`config.mk`:
```
export PLATFORM = sky130hd
export DESIGN_NAME = johnson_decoder
export DESIGN_NICKNAME = d
export VERILOG_FILES = /design/src/rtl/johnson_decoder_pkg.sv /design/src/rtl/johnson_decoder_word_decode.sv /design/src/rtl/johnson_decoder.sv
export SDC_FILE = /design/constraint.sdc
export NUM_CORES = 1
export LEC_CHECK = 0
export CORE_ASPECT_RATIO = 1.25
export CORE_MARGIN = 1
export CORE_UTILIZATION = 52
export CTS_CLUSTER_DIAMETER = 40
export CTS_CLUSTER_SIZE = 8
export DETAILED_ROUTE_END_ITERATION = 10
export HOLD_SLACK_MARGIN = 0.15
export PLACE_DENSITY = 0.78
export SYNTH_ARGS = -nofsm -noshare
export SYNTH_HDL_FRONTEND = slang
export SYNTH_SLANG_ARGS = --single-unit
export TNS_END_PERCENT = 1
```
`constraint.sdc`:
```
create_clock -name clk_i -period 2.8 [get_ports clk_i]
set_clock_uncertainty 0.05 [all_clocks]
set_input_delay 0.56 -clock clk_i [delete_from_list [all_inputs] [get_ports clk_i]]
set_output_delay 0.56 -clock clk_i [all_outputs]
set_load 0.02 [all_outputs]
```
`src/rtl/johnson_decoder_pkg.sv`:
```
// Shared definitions for the Johnson (twisted-ring) counter bus:
// decoder FSM state encoding and the phase successor function.
package johnson_decoder_pkg;

  typedef enum logic {
    ST_UNLOCKED = 1'b0,
    ST_LOCKED   = 1'b1
  } state_e;

  // Successor phase of idx in a 2n-long Johnson sequence (2n-1 wraps to 0).
  function automatic int johnson_next(input int idx, input int n);
    return (idx >= 2 * n - 1) ? 0 : idx + 1;
  endfunction

endpackage

```
`src/rtl/johnson_decoder_word_decode.sv`:
```
// Combinational Johnson word decode: code -> phase index plus legality flag.
module johnson_word_decode #(
  parameter int N  = 5,
  parameter int IW = 4
) (
  input  logic [N-1:0]  code_i,
  output logic [IW-1:0] idx_o,
  output logic          legal_o
);

  logic [IW-1:0] cnt;
  logic          hi_ok;
  logic          lo_ok;

  // Popcount, then check against the two legal shapes: 1..10..0 and 0..01..1.
  always_comb begin
    cnt   = '0;
    hi_ok = 1'b1;
    lo_ok = 1'b1;
    for (int i = 0; i < N; i++) cnt = cnt + IW'(code_i[i]);
    for (int i = 0; i < N; i++) begin
      hi_ok = hi_ok & (code_i[i] == (i >= N - int'(cnt)));
      lo_ok = lo_ok & (code_i[i] == (i < int'(cnt)));
    end
    legal_o = hi_ok | lo_ok;
    // Filling phase (MSB set, or all-zero) counts up; draining phase counts back from 2N.
    idx_o   = (code_i == '0 || code_i[N-1]) ? cnt : IW'(2 * N) - cnt;
  end

endmodule

```
`src/rtl/johnson_decoder.sv`:
```
// Johnson bus receiver: registered decode, single-step sequencing check,
// lock tracking and a saturating error counter.
module johnson_decoder
  import johnson_decoder_pkg::*;
#(
  parameter int N          = 5,
  parameter int IW         = 4,
  parameter bit ALLOW_HOLD = 1'b0,
  parameter int ECW        = 8
) (
  input  logic           clk_i,
  input  logic           clear_i,
  input  logic [N-1:0]   code_i,
  input  logic           code_valid_i,
  output logic [IW-1:0]  idx_o,
  output logic [2*N-1:0] onehot_o,
  output logic           idx_valid_o,
  output logic           illegal_o,
  output logic           skip_o,
  output logic           locked_o,
  output logic [ECW-1:0] err_count_o
);

  localparam int P = 2 * N;

  state_e         state_q, state_d;
  logic [IW-1:0]  idx_q, idx_d, prev_q, prev_d;
  logic [P-1:0]   onehot_q, onehot_d;
  logic           vld_q, vld_d, ill_q, ill_d, skp_q, skp_d;
  logic [ECW-1:0] err_q, err_d, err_inc;
  logic [IW-1:0]  dec_idx, succ;
  logic           dec_legal, hold_ok;

  johnson_word_decode #(.N(N), .IW(IW)) u_dec (
    .code_i  (code_i),
    .idx_o   (dec_idx),
    .legal_o (dec_legal)
  );

  assign succ    = IW'(johnson_next(int'(prev_q), N));
  assign hold_ok = ALLOW_HOLD && (dec_idx == prev_q);
  assign err_inc = (&err_q) ? err_q : err_q + ECW'(1);

  // Next-state: lock FSM, decoded outputs and error accounting.
  always_comb begin
    state_d = state_q;
    idx_d   = idx_q;
    prev_d  = prev_q;
    vld_d   = vld_q;
    err_d   = err_q;
    ill_d   = 1'b0;
    skp_d   = 1'b0;
    if (code_valid_i) begin
      if (!dec_legal) begin
        // idx holds its last legal value; only the valid flag drops.
        state_d = ST_UNLOCKED;
        ill_d   = 1'b1;
        vld_d   = 1'b0;
        err_d   = err_inc;
      end else begin
        // Every legal word becomes the new base, including a resync after a skip.
        idx_d  = dec_idx;
        prev_d = dec_idx;
        vld_d  = 1'b1;
        if (state_q == ST_UNLOCKED) begin
          state_d = ST_LOCKED;
        end else if (dec_idx != succ && !hold_ok) begin
          state_d = ST_UNLOCKED;
          skp_d   = 1'b1;
          err_d   = err_inc;
        end
      end
    end
    onehot_d = vld_d ? (P'(1) << idx_d) : '0;
  end

  // State and output registers; clear aborts everything immediately.
  always_ff @(posedge clk_i or negedge clear_i) begin
    if (!clear_i) begin
      state_q  <= ST_UNLOCKED;
      idx_q    <= '0;
      prev_q   <= '0;
      onehot_q <= '0;
      vld_q    <= 1'b0;
      ill_q    <= 1'b0;
      skp_q    <= 1'b0;
      err_q    <= '0;
    end else begin
      state_q  <= state_d;
      idx_q    <= idx_d;
      prev_q   <= prev_d;
      onehot_q <= onehot_d;
      vld_q    <= vld_d;
      ill_q    <= ill_d;
      skp_q    <= skp_d;
      err_q    <= err_d;
    end
  end

  assign idx_o       = idx_q;
  assign onehot_o    = onehot_q;
  assign idx_valid_o = vld_q;
  assign illegal_o   = ill_q;
  assign skip_o      = skp_q;
  assign locked_o    = (state_q == ST_LOCKED);
  assign err_count_o = err_q;

endmodule
```
== After elaboration in Yosys (flattened, before gate mapping) ==
Cells that the tools add are included.

* Flip-flop bits (word level): 30
* Bits of input ports: 8
* Output and inout bits: 26
* Logic and storage cells: 75

* Add/subtract/negate cells: 8
* $lt $le $gt $ge: 11
* Equality and inequality tests: 13
* Shifts and indexed selects: 1
* Multiplexer cells: 20
* Bitwise operators: 9
* Reductions and logical operators: 5

{| class="wikitable"
|+ Operators with widths
! cell !! count
|-
| >= comparator 3 x 32 -> 1 bit (first input constant) || 2
|-
| >= comparator 1 x 32 -> 1 bit (first input constant) || 1
|-
| >= comparator 2 x 32 -> 1 bit (first input constant) || 1
|-
| >= comparator 4 x 32 -> 1 bit (first input constant) || 1
|-
| 2-to-1 mux 8 bit || 4
|-
| 2-to-1 mux 4 bit || 4
|-
| adder 4 x 1 -> 4 bit || 3
|-
| 2-to-1 mux 1 bit || 11
|-
| equality test 1 bit || 10
|-
| 2-to-1 mux 10 bit || 1
|-
| << shifter 1 x 4 -> 10 bit (first input constant) || 1
|-
| adder 8 x 1 -> 8 bit (second input constant) || 1
|-
| bitwise AND 1 bit || 8
|-
| < comparator 1 x 4 -> 1 bit (first input constant) || 2
|-
| < comparator 2 x 4 -> 1 bit (first input constant) || 2
|-
| AND reduction 8 bit || 1
|-
| logical NOT 5 bit || 1
|-
| subtractor 3 x 4 -> 5 bit (first input constant) || 1
|-
| adder 4 x 1 -> 4 bit (second input constant) || 1
|-
| >= comparator 4 bit (second input constant) || 1
|-
| < comparator 3 x 4 -> 1 bit (first input constant) || 1
|-
| != test 4 bit || 1
|-
| subtractor 4 bit (first input constant) || 1
|-
| AND reduction 3 bit || 1
|-
| other kinds (6) || 6
|}

== Longest topological paths before layout ==
* Depth in word-level cells: 16
* Depth in mapped cells: 18
* Depth with buffers taken out: 16

== Hierarchy ==
A second synthesis with hierarchy kept.

* Cells, all modules: 180
* Area, all modules: 1786.7 um^2

{| class="wikitable"
|+ Modules (own cells, without submodules)
! module !! times used !! cells an instance !! area each (um^2) !! sequential area each (um^2)
|-
| johnson_decoder || 1 || 131 || 1398.8 || 750.7
|-
| johnson_word_decode || 1 || 49 || 387.9 || 0.0
|}

== Least setup slack after synthesis ==
Ideal clock, no wire load.

* Path kind: input -> register
* Start: input code_i[0]
* End: register err_q[1], in the netlist err_count_o[1]
* Setup time: 0.128 ns
* Arrival: 4.019 ns
* Data required time: 2.622 ns
* Slack: -1.397 ns
* Stages: 16
* Buffers on the path: 2
* Cell sequence: inv_1 ha_1 inv_1 fa_1 inv_1 ha_1 fa_1 clkbuf_1 inv_1 ha_1 o31a_1 xnor2_1 o31ai_1 clkbuf_1 a21oi_2 mux2_1

* Word-level cells in the longest chain between the ends: 14
* Elaborated cells on any way between the ends: 43
* Those cells by class: add/sub (6); order compare (10); eq/ne (13); mux (2); bitwise (9); reduce/logical (3)

{| class="wikitable"
|+ Ends and longest elaborated chain
! item !! RTL line !! RTL
|-
| start: declaration || johnson_decoder.sv:13 || <nowiki>input logic [N-1:0] code_i,</nowiki>
|-
| adder 1 x 1 -> 2 bit || johnson_decoder_word_decode.sv:20 || <nowiki>for (int i = 0; i < N; i++) cnt = cnt + IW'(code_i[i]);</nowiki>
|-
| adder 4 x 1 -> 4 bit (3 in series) || johnson_decoder_word_decode.sv:20 ||
|-
| subtractor 3 x 4 -> 5 bit || johnson_decoder_word_decode.sv:22 || <nowiki>hi_ok = hi_ok & (code_i[i] == (i >= N - int'(cnt)));</nowiki>
|-
| >= comparator 1 x 32 -> 1 bit / >= comparator 2 x 32 -> 1 bit (equally long branches) || johnson_decoder_word_decode.sv:22 ||
|-
| equality test 1 bit || johnson_decoder_word_decode.sv:22 ||
|-
| bitwise AND 1 bit (4 in series) || johnson_decoder_word_decode.sv:22 ||
|-
| bitwise OR 1 bit || johnson_decoder_word_decode.sv:25 || <nowiki>legal_o = hi_ok | lo_ok;</nowiki>
|-
| != test 2 x 1 -> 1 bit (no source line) / != test 2 bit (equally long branches) || -- ||
|-
| AND reduction 3 bit (no source line) || -- ||
|-
| end signal: assignment || johnson_decoder.sv:96 || <nowiki>err_q <= err_d;</nowiki>
|-
| end: declaration || johnson_decoder.sv:30 || <nowiki>logic [ECW-1:0] err_q, err_d, err_inc;</nowiki>
|}

Parallel ways exist; a longest one is shown, timed or not.
A chain may end at the register's enable or synchronous reset.

== Worst setup path after layout ==
* Start: input code_i[0]
* End: register err_q[7], in the netlist err_count_o[7]

Same word-level chain as after synthesis.

==> impl_results.md <==
- Sequential share of the synthesized area: 40.30%
- DR iter-0 viols: 89
- Routed Antenna Nets: 0
- WHS: 0.4484 ns
- Die area: 0.003827 mm²
- # rows: 23
- Slew headroom: 49.45%
- GRT overflow: 0
- Drt pass-1 iters: 4
- CTS sink count: 30
- Synth cell types: 41
- Starting Density: 56.29%
- CTS tree: built
- Syn nets: 217
- Synth Warn #: 0
- Yosys top cell by area: dfrtp_1
- HP Class: reg2reg
- Drt total wl: 5.698 mm
- Setup TNS: -29.41 ns
- R2R Setup Slk: 0.20 ns
- Yosys top cell area share: 40.30%
- CTS H-tree lvls: 2
- Setup ws final: -1.096 ns
- Diode count: 0
- # setup viols final: 30
- DRC Markers: 0
- #FFs+latches synth: 30
- Vias in the first global route: 1,886
- Final core utilization: 86.73%
- CTS Hold Bufs: 0
- Critical path endpoint category: register
- Final period util: 139.2%
- CTS Buf Count: 5
- Io pins: 34
- Initial antenna violation count: 0
- Worst path required time: 2.95 ns
- Fmax: 0.2567 GHz
- CP Cell Sequence: buf_12, inv_12, ha_4, inv_2, fa_1, inv_1, ha_2, fa_2, buf_12, ha_4, o31a_1, xnor2_1, o31ai_2, buf_4, buf_4, a211oi_1, xor2_1
- Worst Tran Pin Value: 0.7531 ns
- Critical path's slowest cell: fa_2
- Final nets: 287
- Synth Area per Inst: 9.505 µm²
- Peak supply drop: 0.7786 mV
- WL per Instance: 18.74 µm
- CP max stage delay: 0.59 ns
- Largest net degree at the start of global routing: 31
- Worst R2R Start: prev_q[0]$_DFFE_PN0P_
- Pwr per Cell Area: 864.5 mW/mm²
- Via count: 1,852
- Core area: 0.003309 mm²
- DP HPWL: 3.595 mm
- Crit path max fanout: 5
- Status: finished, violations left
- First-pass GRT wire length: 9.018 mm
- Longest Clk Path Bufs: 2
- Setup Slack @ Placement: -1.959 ns
- Clk slew on worst S/H paths: 0.06 ns
- Via-to-Cell Ratio: 6.092
- Chip height: 68.92 µm
- Max_cap viols: 0
- Arrival @ worst endpoint: 4.05 ns
- Top cells by area, synth: dfrtp_1 (40%), ha_1 (7.4%), xor2_1 (5.2%)
- FFs w/ async S/R, synth: 100.0%
- Cell count of the worst reg-to-reg path: 10
- Root Driver: clkbuf_8
- Violations in the final reports: negative setup slack
- Tmin final: 3.896 ns
- Syn Std Cell Area: 0.001863 mm²
- GRT Util Overall: 31.28%
- Post-synth EDFFs: 0
- Commonest non-fill, non-tap cells in the layout: buf_4 (34), dfrtp_1 (30), clkdlybuf4s50_1 (29)
- Worst hold endpoint: err_count_o[7]$_DFFE_PN0P_
- Share of layout cells above drive strength 1: 37.08%
- RePlAce Congestion: 0.9467
- Most common cell after layout, fill and taps aside: buf_4
- Hold Startpoint: err_count_o[7]$_DFFE_PN0P_
- Startpoint Class: input port
- RR Endpoint: err_count_o[7]$_DFFE_PN0P_
- Layout area overhead: 54.06%
- Worst Hold Depth: 1
- Final Hold Viols: 0
- Worst-Skew Late Latency: 0.28 ns
- Top_reg_cell synth: dfrtp_1
- Static leakage: 0.001285 µW
- WS Path Type: in2reg
- Max Slew Vio Count: 0
- Post-Syn Instances: 196
- Input/output buffers: 33
- RSZ-0062 raised after global routing: yes
- Overall die width: 55.54 µm
worst max-delay path by stage:
stage          startpoint                         end  slack [ns]  cells past startpoint
2_1_floorplan   code_i[0]  err_count_o[1]$_DFFE_PN0P_       -1.14                     14
3_3_place_gp    code_i[0]       onehot_o[7]$_DFF_PN0_       -1.84                     17
3_5_place_dp    code_i[0]       onehot_o[7]$_DFF_PN0_       -1.96                     18
4_1_cts         code_i[0]       onehot_o[7]$_DFF_PN0_       -1.01                     18
5_1_grt         code_i[0]  err_count_o[7]$_DFFE_PN0P_       -1.20                     18
6_report        code_i[0]  err_count_o[7]$_DFFE_PN0P_       -1.10                     17
worst max-delay path, delay by kind of cell:
kind,cells,cell delay (ns)
compound gates,3,0.71
buf+inv,7,0.65
xor+xnor,2,0.39
fa+ha+maj,5,1.70
cell type report:
class                           count  area [µm²]
Clock inverter                      1       5.005
Tap cell                           37       46.29
Multi-Input combinational cell    142        1264
Inverter                           17       81.33
Timing Repair Buffer               70       636.9
Sequential cell                    30       750.7
Clock buffer                        7       86.33
Fill cell                         159       439.2
metrics by stage:
| stage | total power, µW | instances | instance area [µm²] |
|---|---|---|---|
| floorplan | 1432 | 196 | 1957 |
| detailed placement | 1899 | 292 | 2544 |
| global placement | 1856 | 292 | 2544 |
| finish | 2481 | 304 | 2870 |
| CTS | 2363 | 304 | 2770 |
| global route | 2633 | 304 | 2870 |
state kept, by name (all words and copies together), names as in the netlist:
name,count
idx_valid_o,1
skip_o,1
onehot_o,10
illegal_o,1
locked_o,1
err_count_o,8
prev_q,4
idx_o,4
where the power goes:
| part | switching (µW) | internal (µW) | total, µW |
|---|---|---|---|
| Clock | 161 | 198 | 358 |
| Combinational | 735 | 667 | 1400 |
| Sequential | 167 | 554 | 721 |
| Total | 1060 | 1420 | 2480 |
timing repair:
item / CTS / global route
resized for setup: 35 / 22
pin swaps: 12 / 17
setup buffers: 4 / 0
setup endpoints to repair: 30 / 30
logic make-up after synthesis:
family | Yosys count | share of synthesized area (%)
and+or+nand+nor | 68 | 17.73
muxes | 5 | 2.821
AOI/OAI and AO/OA | 35 | 13.37
DFF | 30 | 40.30
xor gates and xnor gates | 21 | 11.28
buffers and inverters | 24 | 4.970
adders and majority gates | 13 | 9.537
synth_stat cells (2+ instances only):
master	n
a211oi_1	5
a21oi_1	10
and3_1	3
buf_2	2
clkbuf_1	5
dfrtp_1	30
fa_1	2
ha_1	11
inv_1	15
inv_2	2
mux2i_1	3
nand2_1	22
nand2b_1	3
nand3_1	11
nor2_1	16
nor3_1	3
nor3_2	2
o21ai_0	4
o22ai_1	3
o31ai_1	3
o32ai_1	2
or3_1	3
xnor2_1	8
xor2_1	11
per-layer routing:
| metal | up-vias | wire, µm | GRT usage (%) |
|---|---|---|---|
| li1 | 806 | - | - |
| met4 | 0 | 335 | 18.75 |
| met1 | 909 | 2117 | 33.69 |
| met2 | 96 | 2925 | 56.63 |
| met3 | 41 | 320 | 7.649 |
| met5 | - | 0 | 0 |
(Power assumes the default switching activity.)
